==> src/rtl/lwr_prf_pkg.sv <==
// Shared constants and the LWR rounding function for the PRF datapath.
// The dot-product stage and the round/pack stage both import this package
// so that the modulus parameters and the rounding rule are defined once.
//   DEF_ACC_WIDTH : accumulator width of the dot product
//   DEF_LOG_Q     : log2 of modulus q
//   DEF_LOG_P     : log2 of rounding modulus p
//   DEF_OUT_WIDTH : packed output word width
//   DEF_K         : symbols per packed word
//   DEF_S         : shift that maps Z_q onto Z_p
//   lwr_round()   : mod-q reduction plus round-to-nearest onto Z_p
package lwr_prf_pkg;

    localparam int DEF_ACC_WIDTH = 32;
    localparam int DEF_LOG_Q     = 12;
    localparam int DEF_LOG_P     = 4;
    localparam int DEF_OUT_WIDTH = 32;
    localparam int DEF_K         = DEF_OUT_WIDTH / DEF_LOG_P;
    localparam int DEF_S         = DEF_LOG_Q - DEF_LOG_P;

    // Adding half a p-step before truncating gives round-to-nearest. The
    // carry out of bit LOG_Q-1 falls outside the returned field, so values
    // just below q wrap to symbol 0.
    function automatic logic [DEF_LOG_P-1:0] lwr_round(input logic [DEF_ACC_WIDTH-1:0] v);
        logic [DEF_ACC_WIDTH-1:0] sum;
        sum = v + (DEF_ACC_WIDTH'(1) << (DEF_S - 1));
        return sum[DEF_S +: DEF_LOG_P];
    endfunction

endpackage

==> src/rtl/lwr_rounder.sv <==
// Pure combinational mod-q reduction and LWR rounding to p = 2^LOG_P.
// Ports:
//   dp_in : ACC_WIDTH-bit dot product
//   sym   : LOG_P-bit rounded symbol
// Only the low LOG_Q bits of dp_in influence the result: bits at or above
// LOG_Q never reach the extracted field, which is the mod-q reduction.
module lwr_rounder
    import lwr_prf_pkg::*;
#(
    parameter int ACC_WIDTH = DEF_ACC_WIDTH,
    parameter int LOG_Q     = DEF_LOG_Q,
    parameter int LOG_P     = DEF_LOG_P
) (
    input  logic [ACC_WIDTH-1:0] dp_in,
    output logic [LOG_P-1:0]     sym
);

    localparam int S = LOG_Q - LOG_P;

    generate
        if (ACC_WIDTH == DEF_ACC_WIDTH && LOG_Q == DEF_LOG_Q && LOG_P == DEF_LOG_P) begin : g_pkg
            // Default configuration shares the package function with other users.
            assign sym = lwr_round(dp_in);
        end else begin : g_generic
            logic [ACC_WIDTH-1:0] sum;
            logic                 unused_sum;
            assign sum        = dp_in + (ACC_WIDTH'(1) << (S - 1));
            assign sym        = sum[S +: LOG_P];
            assign unused_sum = ^sum;
        end
    endgenerate

endmodule

==> src/rtl/lwr_round_pack.sv <==
// LWR round-and-pack stage following the PRF dot product.
// Each accepted dot product is rounded to a LOG_P-bit symbol and packed
// LSB-first into OUT_WIDTH-bit words; a word is emitted when it is full or
// when the last symbol of an evaluation arrives.
// Ports:
//   clk, rst_n          : clock, synchronous active-low reset
//   start               : new evaluation, discards any partial word
//   dp_in/valid/last    : dot product input stream, dp_ready is its ready
//   out_word/nelem/last : packed word, count of valid symbols, final flag
//   out_valid/out_ready : output handshake
module lwr_round_pack
    import lwr_prf_pkg::*;
#(
    parameter int ACC_WIDTH = DEF_ACC_WIDTH,
    parameter int LOG_Q     = DEF_LOG_Q,
    parameter int LOG_P     = DEF_LOG_P,
    parameter int OUT_WIDTH = DEF_OUT_WIDTH
) (
    input  logic                                   clk,
    input  logic                                   rst_n,
    input  logic                                   start,
    input  logic [ACC_WIDTH-1:0]                   dp_in,
    input  logic                                   dp_valid,
    input  logic                                   dp_last,
    output logic                                   dp_ready,
    output logic [OUT_WIDTH-1:0]                   out_word,
    output logic [$clog2(OUT_WIDTH/LOG_P+1)-1:0]   out_nelem,
    output logic                                   out_valid,
    output logic                                   out_last,
    input  logic                                   out_ready
);

    localparam int K       = OUT_WIDTH / LOG_P;
    localparam int CNT_W   = (K > 1) ? $clog2(K) : 1;
    localparam int NELEM_W = $clog2(K + 1);

    logic [LOG_P-1:0]     sym;
    logic                 xfer;
    logic                 complete;
    logic [OUT_WIDTH-1:0] pack_ins;

    logic [OUT_WIDTH-1:0] pack_q,      pack_d;
    logic [CNT_W-1:0]     cnt_q,       cnt_d;
    logic [OUT_WIDTH-1:0] out_word_q,  out_word_d;
    logic [NELEM_W-1:0]   out_nelem_q, out_nelem_d;
    logic                 out_valid_q, out_valid_d;
    logic                 out_last_q,  out_last_d;

    lwr_rounder #(
        .ACC_WIDTH (ACC_WIDTH),
        .LOG_Q     (LOG_Q),
        .LOG_P     (LOG_P)
    ) u_rounder (
        .dp_in (dp_in),
        .sym   (sym)
    );

    // Accept only when the output register is free or being drained this
    // cycle, so a completing symbol always has somewhere to go.
    assign dp_ready = rst_n && !start && (!out_valid_q || out_ready);
    assign xfer     = dp_valid && dp_ready;
    assign complete = xfer && ((cnt_q == CNT_W'(K - 1)) || dp_last);

    always_comb begin
        pack_ins                        = pack_q;
        pack_ins[cnt_q*LOG_P +: LOG_P]  = sym;

        pack_d      = pack_q;
        cnt_d       = cnt_q;
        out_word_d  = out_word_q;
        out_nelem_d = out_nelem_q;
        out_valid_d = out_valid_q;
        out_last_d  = out_last_q;

        // Packer: start wins (no transfer can coincide with it), a completed
        // word empties the packer, otherwise the symbol is appended.
        if (start) begin
            pack_d = '0;
            cnt_d  = '0;
        end else if (complete) begin
            pack_d = '0;
            cnt_d  = '0;
        end else if (xfer) begin
            pack_d = pack_ins;
            cnt_d  = cnt_q + CNT_W'(1);
        end

        // Output register: a new word may replace one being drained in the
        // same cycle, giving back-to-back words without a bubble.
        if (complete) begin
            out_word_d  = pack_ins;
            out_nelem_d = NELEM_W'(cnt_q) + NELEM_W'(1);
            out_valid_d = 1'b1;
            out_last_d  = dp_last;
        end else if (out_valid_q && out_ready) begin
            out_word_d  = '0;
            out_nelem_d = '0;
            out_valid_d = 1'b0;
            out_last_d  = 1'b0;
        end
    end

    always_ff @(posedge clk) begin
        if (!rst_n) begin
            pack_q      <= '0;
            cnt_q       <= '0;
            out_word_q  <= '0;
            out_nelem_q <= '0;
            out_valid_q <= 1'b0;
            out_last_q  <= 1'b0;
        end else begin
            pack_q      <= pack_d;
            cnt_q       <= cnt_d;
            out_word_q  <= out_word_d;
            out_nelem_q <= out_nelem_d;
            out_valid_q <= out_valid_d;
            out_last_q  <= out_last_d;
        end
    end

    assign out_word  = out_word_q;
    assign out_nelem = out_nelem_q;
    assign out_valid = out_valid_q;
    assign out_last  = out_last_q;

endmodule

==> config.mk <==
export PLATFORM = sky130hd
export DESIGN_NAME = lwr_round_pack
export DESIGN_NICKNAME = d
export VERILOG_FILES = /design/src/rtl/lwr_prf_pkg.sv /design/src/rtl/lwr_rounder.sv /design/src/rtl/lwr_round_pack.sv
export SDC_FILE = /design/constraint.sdc
export NUM_CORES = 1
export LEC_CHECK = 0
export CORE_UTILIZATION = 45
export DETAILED_ROUTE_END_ITERATION = 7
export PLACE_DENSITY_LB_ADDON = 0.15
export SYNTH_ARGS = -nofsm -noshare
export SYNTH_HDL_FRONTEND = slang
export SYNTH_SLANG_ARGS = --single-unit
==> constraint.sdc <==
create_clock -name clk -period 3.5 [get_ports clk]
set_clock_uncertainty 0.15 [all_clocks]
set_input_delay 0.875 -clock clk [delete_from_list [all_inputs] [get_ports clk]]
set_output_delay 0.875 -clock clk [all_outputs]
set_load 0.02 [all_outputs]
==> summary.md <==
| Metric | Value |
|---|---|
| LEAKAGE | 0.001320 uW |
| Gr usage total | 0.2333 |
| Final nets | 459 |
| Reg clk slew, reported paths | 70 ps |
| Avg Inst Size Synth | 9.052 um2 |
| Vias in the first global route | 2,695 |
| Sequential area share after synthesis | 0.4411 |
| Final setup viols | 0 |
| TritonCTS Sinks | 73 |
| Layout cells sized above 1 | 0.09809 |
| Worst EP arrival | 2260 ps |
| Max Freq | 304.5 MHz |
| Post-Syn Area | 3313 um2 |
| Layout Area Growth over Synthesis | 23.19% |
| Routing usage on met2 | 0.3474 |
| Die X | 87.81 um |
| CTS buffer count | 9 |
| Hold Crit Depth | 2 |
| HPWL after DPL | 5632 um |
| Status | completed |
| Simple-gate portion of the synthesized area | 0.2024 |
| I/O pin cnt | 77 |
| Final critical-path share of the clock period | 0.9382 |
| Final routed DRC violation total | 0 |
| Async set or reset register ratio after synthesis | 0 |
| Met1 usage | 0.3201 |
| CP max FO | 2 |
| Max IR drop VDD | 0.2695 mV |
| Post_cts resized | 0 |
| Diode count | 0 |
| Hold Crit Class | register to register |
| Slew Viols, Final | 0 |
| Fin cells | 514 |
| Setup TNS | 0 ps |
| Distinct cells, synth | 48 |
| CTS tree | yes |
| Yosys warning total | 0 |
| Reg2Reg Depth | 7 |
| Filler cells | 635 |
| Core Region | 6944 um2 |
| Post-route minimum period | 3284 ps |
| Crit path kind | primary input to output pin |
| Final ANT Viol Nets | 0 |
| Syn nets | 410 |
| Placer Congestion | 0.8033 |
| DR WL/cell | 16.03 um |
| Total congestion overflow | 0 |
| Post-synthesis adder-cell area fraction | 0.02266 |
| Root Driver | clkbuf_8 |
| Post-synth EDFFs | 0 |
| Worst Path Required | 2470 ps |
| Hold buffer count at cts | 0 |
| Die ar. | 7710 um2 |
| Via count | 2,903 |
| Power Density | 377.8 nW/um2 |
| Seq cells post-synth | 73 |
| Post-Synthesis Cells | 366 |
| Slew HR | 0.5191 |
| Worst-margin pin slew | 718.9 ps |
| Clk buf depth | 2 |
| Met3 usage | 0.05278 |
| Compound-Gate Fraction of Synth Area | 0.2285 |
| First-pass GRT wire length | 13,560 um |
| Mux cell area share after synthesis | 0.04116 |
| Final wirelength | 8240 um |
| Initial antenna violation count | 0 |
| CP Capture Type | output pin |
| Startpoint types | primary input |
| Pin count of the biggest net entering global routing | 32 |
| Largest family of logic cells by synthesized area | compound AO/OA/AOI/OAI gates |
| 1st-iter DRT viols | 202 |
| Setup Fix Bufs, Post-CTS | 0 |
| Vias per cell | 5.648 |
| Skew-Pair Late Insertion Delay | 340 ps |
| Max-cap violation count | 0 |
| Main synth FF type | dfxtp_1 |
| Placed Instances | 500 |
| Most used routing layer | met2 |
| Die H | 87.81 um |
| Htree depth | 3 |
| DRT Pass-1 Iters | 4 |
| RSZ-0062 raised after global routing | false |
| Reg2Reg Setup Slack | 890 ps |
| Initial Utilization | 0.4771 |
| FP Rows | 30 |
| Port Buffer Count | 49 |
| Post-Synth XOR/XNOR Area | 0.01586 |
| Final hold vios | 0 |
## synthesized netlist by cell type, types with 2 or more instances
cell	instances	area [um2]
dfxtp_1	73	1461
buf_2	14	70.07
xor2_1	3	26.28
and3_1	5	31.28
a31oi_1	2	12.51
and4bb_1	2	25.02
nand4_1	12	75.07
o21ai_0	17	85.08
nor2b_1	5	31.28
inv_1	3	11.26
buf_4	2	15.01
a211oi_1	6	45.04
a2bb2oi_1	4	35.03
a211o_1	6	52.55
ha_1	6	75.07
a311oi_1	10	87.58
clkbuf_1	13	48.80
nand3_1	18	90.09
nor4b_4	2	47.55
nor2_1	29	108.9
and2_1	5	31.28
a21oi_1	45	225.2
mux2i_1	11	110.1
a22oi_1	7	52.55
xnor2_1	3	26.28
nand2_1	29	108.9
o2bb2ai_1	13	113.9
## logic make-up after synthesis
logic type	count (synthesis)
compound gates	115
xor+xnor	6
fa+ha+maj	6
buf+inv	34
flops	73
mux	13
simple gates	119
## layer usage
metal / routed length [um] / share of wire
met5: 0 / 0
met4: 170 / 0.021
met3: 494 / 0.060
met2: 3536 / 0.43
met1: 4039 / 0.49
## cell usage in the layout (no fill, tap or decap), types with 2 or more instances in the layout
cell type        netlist  final
nor4b_4                2      2
a211oi_1               6      6
o21ai_0               17     17
ha_1                   6      6
mux2i_1               11     11
nand4_1               12     12
buf_4                  2     19
nor2b_1                5      5
dfxtp_1               73     73
clkbuf_8               0     10
o2bb2ai_1             13     13
nand3_1               18     18
inv_1                  3      3
nand2_1               29     29
clkinv_2               0      2
and2_1                 5      5
a211o_1                6      6
and4bb_1               2      2
xor2_1                 3      3
clkdlybuf4s50_1        0     49
a22oi_1                7      7
a21oi_1               45     45
a2bb2oi_1              4      4
nor2_1                29     29
a311oi_1              10     10
xnor2_1                3      3
a31oi_1                2      2
and3_1                 5      5
## final cells by class
type | count | area [um2] | share of cell area
Tap cell | 96 | 120.1 | 0.02943
Clock inverter | 3 | 18.77 | 0.004598
Inverter | 4 | 15.01 | 0.003679
Sequential cell | 73 | 1461 | 0.3581
Timing Repair Buffer | 68 | 633.1 | 0.1551
Multi-Input combinational cell | 259 | 1692 | 0.4145
Clock buffer | 11 | 141.4 | 0.03464
## stage by stage
stage                     worst slack, ps  power [uW]  hold WS (ps)  area (um2)  utilization
after floorplan                     932.4       935.4         281.8        3313            -
after global placement              232.3       992.1         288.8        3921       0.5647
after detailed placement            220.4       993.4         294.0        3921       0.5647
after CTS                           206.4        1552         304.1        4081       0.5877
after global routing                158.0        1602         318.9        4081       0.5877
final                               216.5        1542         302.2        4081       0.5877
## worst paths after layout
check / to / start
setup / recovery: dp_ready / rst_n
hold / removal: out_word[6] / out_word[6]
setup reg to reg: out_word[21] / cnt_q[1]
hold reg to reg: out_word[6] / out_word[6]
## worst max-delay path, cell delays in order
cell and delay (ps):
clkdlybuf4s50_1 490, nor2b_1 170, and2_1 130, clkdlybuf4s50_1 590
## sequential cells by signal, summed over array words and instances, names as in the netlist
register / count
pack_q: 32
out_nelem: 4
out_last: 1
cnt_q: 3
out_word: 32
out_valid: 1
## report_power, final
group / switching [uW] / internal [uW] / total, uW
clock: 299 / 268 / 567
sequential: 3.03 / 835 / 838
combinational: 85.2 / 51.5 / 137
Power figures use the tool's default switching activity.
